### src/rtl/pc_fetch.sv
// Instruction fetch stage: one PC register, at most one outstanding memory request.
// Optional macro FETCH_ADEL_EN enables misaligned fetch-address error reporting.
module pc_fetch (
    input  logic        clk,
    input  logic        rst,
    input  logic [31:0] NPC,
    input  logic        PCWr,
    input  logic        PC_Flush,
    output logic        inst_req,
    output logic [31:0] inst_addr,
    input  logic        inst_addr_ok,
    input  logic        inst_data_ok,
    input  logic [31:0] inst_rdata,
    output logic [31:0] IF_PC,
    output logic [31:0] pre_PC,
    output logic [31:0] IF_Instr,
    output logic        IF_valid,
    input  logic        IF_ready,
    output logic        IF_adel
);
    typedef enum logic [1:0] {S_REQ, S_WAIT, S_HOLD, S_CANCEL} state_t;

    state_t      state;
    logic [31:0] pc;
    logic        flush;
    logic        misaligned;

    assign flush = PC_Flush & PCWr;

`ifdef FETCH_ADEL_EN
    assign misaligned = (pc[1:0] != 2'b00);
    assign inst_addr  = pc;
`else
    assign misaligned = 1'b0;
    assign inst_addr  = {pc[31:2], 2'b00};
`endif

    // Request is gated by rst so memory sees nothing while reset is held.
    assign inst_req = (state == S_REQ) && !misaligned && !rst;
    assign IF_PC    = pc;
    assign pre_PC   = pc + 32'd4;

    always_ff @(posedge clk) begin
        if (rst) begin
            state    <= S_REQ;
            pc       <= 32'hBFC0_0000;
            IF_valid <= 1'b0;
            IF_Instr <= 32'h0;
            IF_adel  <= 1'b0;
        end else if (flush) begin
            pc       <= NPC;
            IF_valid <= 1'b0;
            IF_adel  <= 1'b0;
            // An accepted-but-unreturned request must be drained in CANCEL.
            case (state)
                S_REQ:            state <= (!misaligned && inst_addr_ok) ? S_CANCEL : S_REQ;
                S_WAIT, S_CANCEL: state <= inst_data_ok ? S_REQ : S_CANCEL;
                default:          state <= S_REQ;
            endcase
        end else begin
            case (state)
                S_REQ: begin
                    if (misaligned) begin
                        state    <= S_HOLD;
                        IF_valid <= 1'b1;
                        IF_Instr <= 32'h0;
                        IF_adel  <= 1'b1;
                    end else if (inst_addr_ok) begin
                        state <= S_WAIT;
                    end
                end
                S_WAIT: begin
                    if (inst_data_ok) begin
                        state    <= S_HOLD;
                        IF_valid <= 1'b1;
                        IF_Instr <= inst_rdata;
                        IF_adel  <= 1'b0;
                    end
                end
                S_HOLD: begin
                    if (IF_ready && PCWr) begin
                        state    <= S_REQ;
                        pc       <= NPC;
                        IF_valid <= 1'b0;
                        IF_adel  <= 1'b0;
                    end
                end
                S_CANCEL: begin
                    if (inst_data_ok) state <= S_REQ;
                end
                default: state <= S_REQ;
            endcase
        end
    end
endmodule

### config.mk
export PLATFORM = sky130hd
export DESIGN_NAME = pc_fetch
export DESIGN_NICKNAME = d
export VERILOG_FILES = /design/src/rtl/pc_fetch.sv
export SDC_FILE = /design/constraint.sdc
export NUM_CORES = 1
export LEC_CHECK = 0
export ABC_AREA = 1
export BUFFER_PORTS_ARGS = -buffer_cell sky130_fd_sc_hd__buf_2
export CAP_MARGIN = 20
export CORE_ASPECT_RATIO = 1.75
export CORE_MARGIN = 5
export CORE_UTILIZATION = 40
export CTS_CLUSTER_DIAMETER = 50
export DETAILED_ROUTE_END_ITERATION = 8
export PLACE_DENSITY = 0.82
export SYNTH_ARGS = -nofsm -noshare
export SYNTH_HDL_FRONTEND = slang
export SYNTH_SLANG_ARGS = --single-unit
### constraint.sdc
create_clock -name clk -period 2.83 [get_ports clk]
set_input_delay 0.1415 -clock clk [delete_from_list [all_inputs] [get_ports clk]]
set_output_delay 0.1415 -clock clk [all_outputs]
set_load 0.01 [all_outputs]
==> flow_summary.ini <==
[run_status]
status = completed

[clock_tree]
cts-root-buf = clkbuf_16
cts-resized-gates = 0
cts.path.max_buffers = 2
cts_buffers = 9
post_cts_buffers = 0
cts_hold_buffers = 0
h-tree-depth = 3
insertion_delay_ns = 0.32
cts_tree = done
clkSlewWorstSetupHoldPaths_ns = 0.05
cts_sinks = 67

[worst_setup_path]
crit_family = simple AND/OR/NAND/NOR gates
cp_data_arrival_time_ns = 1.90
worstPathCellList = ha_1, nand3_2, nor2_1, nand3_1, xnor2_1, buf_2
critPathKind = flip-flop to output port
crit_path_end_kind = output port
required_ns = 2.69
critPathMaxFanout = 6
cp_slowest_cell = dfxtp_1
critPathMaxStageDelay_ns = 0.43
startpoint_type = flip-flop
path_buf_inv = 1

[worst_hold_path]
hold_class = primary input to flip-flop

[timing]
whs_ns = 0.03009
finalSetupViolCount = 0
fin_tns_setup_ns = 0
fin_crit_sh_pct = 72.06
max_clock_freq_mhz = 490.4
grt_setup_unrepaired = no
slew_headroom_pct = 42.08
skew_ns = 0.003216
layout_min_cycle_time_ns = 2.039
finalHoldViolCount = 0
slew_violations = 0
tightest_slew_ns = 0.8678

[yosys]
synth_area_um2 = 3533
yosysMostFrequentCell = nor2_1
yosys.cell_types.count = 27
synth_top_cell_by_area = dfxtp_1
postSynthCellCount = 527
synth_common_cells = 153 x nor2_1, 116 x nand2_1, 67 x dfxtp_1
synth_edf_count = 0
yosys_warnings = 0
synth_flop_cell = dfxtp_1
synth_top_area_share_pct = 37.96
ys_async_sr_fraction_pct = 0
ys_seq_elements = 67
synth_area_per_cell_um2 = 6.705
ys_seq_area_share_pct = 37.96
yosys-top-cells-area = dfxtp_1 38%, nor2_1 16%, nand2_1 12%

[route]
drtPass1Iterations = 4
drt-wirelength-per-cell_um = 13.76
drcViolationCount = 0
antenna_left = 0
wl_um = 11130
first_iter_violations = 151
vias = 3788
viasPerCell = 4.682

[die]
start_util_pct = 40.75
dieWidth_um = 81.05
fp-row-count = 45
coreArea_um2 = 8671
ios = 202
die-area_um2 = 10890
dieHeight_um = 134.3

[cells_and_area]
drive_gt1_share_pct = 33.09
layout.nets = 760
area_growth_syn_to_layout_pct = 30.28
antennaDiodeCount = 0

[run]
drv_cap = 0

[grt]
grt_max_degree = 37
overflow = 0
grt.total_usage_pct = 20.58
antenna_found_initial = 1
grt_pass1_wl_um = 17310
grt_pass1_vias = 3616

[power]
power.total_mw = 2.630
p_leak_nw = 2.407
max-vdd-ir-drop_mv = 0.4181
p_per_area_nw_per_um2 = 571.4

[placement]
portBuffers = 198
hpwl_um = 8605
gp_congestion = 0.8969
==> placed cells by master, fill, tap and decap left out, drive strengths merged <==
cell type / count
ha: 1
nand3: 17
inv: 23
nand4: 1
xor2: 9
nand2: 117
buf: 202
conb: 3
a21oi: 2
clkbuf: 9
nand3b: 12
nor2: 159
clkinvlp: 2
o21ai: 57
clkinv: 3
nor3: 1
dfxtp: 67
o211ai: 1
xnor2: 6
==> state kept, by name, summed over array words and instances (netlist names) <==
| signal | flops |
|---|---|
| IF_Instr | 32 |
| IF_PC | 32 |
| state | 2 |
| IF_valid | 1 |
==> where the power goes <==
group | total, mW | internal [mW] | switching [mW]
registers | 1.11 | 1.02 | 0.0925
logic | 0.515 | 0.218 | 0.296
clock network | 1.01 | 0.588 | 0.418
total | 2.63 | 1.82 | 0.806
==> worst reg2reg max path: stages (launching register included) <==
cell	delay [ns]
dfxtp_1	0.42
inv_2	0.06
nor2_2	0.12
nand3_2	0.07
buf_4	0.23
inv_2	0.44
nor2_1	0.08
nor2_1	0.14
==> per-layer routing <==
metal  up-vias  wire length, um  track usage (%)
li1       1931                -                -
met1      1658             4049            20.83
met2       166             5722            37.01
met3        31              972            6.519
met4         2              382            9.774
met5         -                7                0
==> worst paths after layout <==
path	cells past startpoint	slack [ns]	endpoint	startpoint
max	6	0.79	pre_PC[16]	IF_PC[3]
max reg2reg	7	1.20	IF_Instr[3]	state[0]
min reg2reg	2	0.46	IF_valid	IF_valid
min	3	0.03	IF_PC[28]	NPC[28]
==> layout make-up <==
type	instances	area (um2)
Sequential cell	67	1341
Tap cell	117	146.4
Inverter	22	82.58
Timing Repair Buffer	202	1033
Clock inverter	6	42.54
Clock buffer	9	225.2
Multi-Input combinational cell	386	1732
Fill cell	919	4068
==> cell families (layout without fill, tap and decap cells) <==
group	count (synthesis)	after routing	share of synthesized area [%]
and+or+nand+nor	307	307	35.94
other	1	3	0.1061
adders and majority gates	1	1	0.3541
DFF	67	67	37.96
AOI/OAI and AO/OA	60	60	8.676
buffers and inverters	76	239	13.24
xor gates and xnor gates	15	15	3.718
==> stage by stage <==
step                      util (%)  instances  setup WS [ns]  cell area [um2]
after floorplan                  -        529          1.318             3541
after global placement       50.00        794          1.154             4335
after detailed placement     50.00        794          1.139             4335
after CTS                    53.09        809         0.7778             4603
after global routing         53.09        809         0.6184             4603
final                        53.09        809         0.7908             4603
Note: power is estimated with default switching activity, not from simulation.
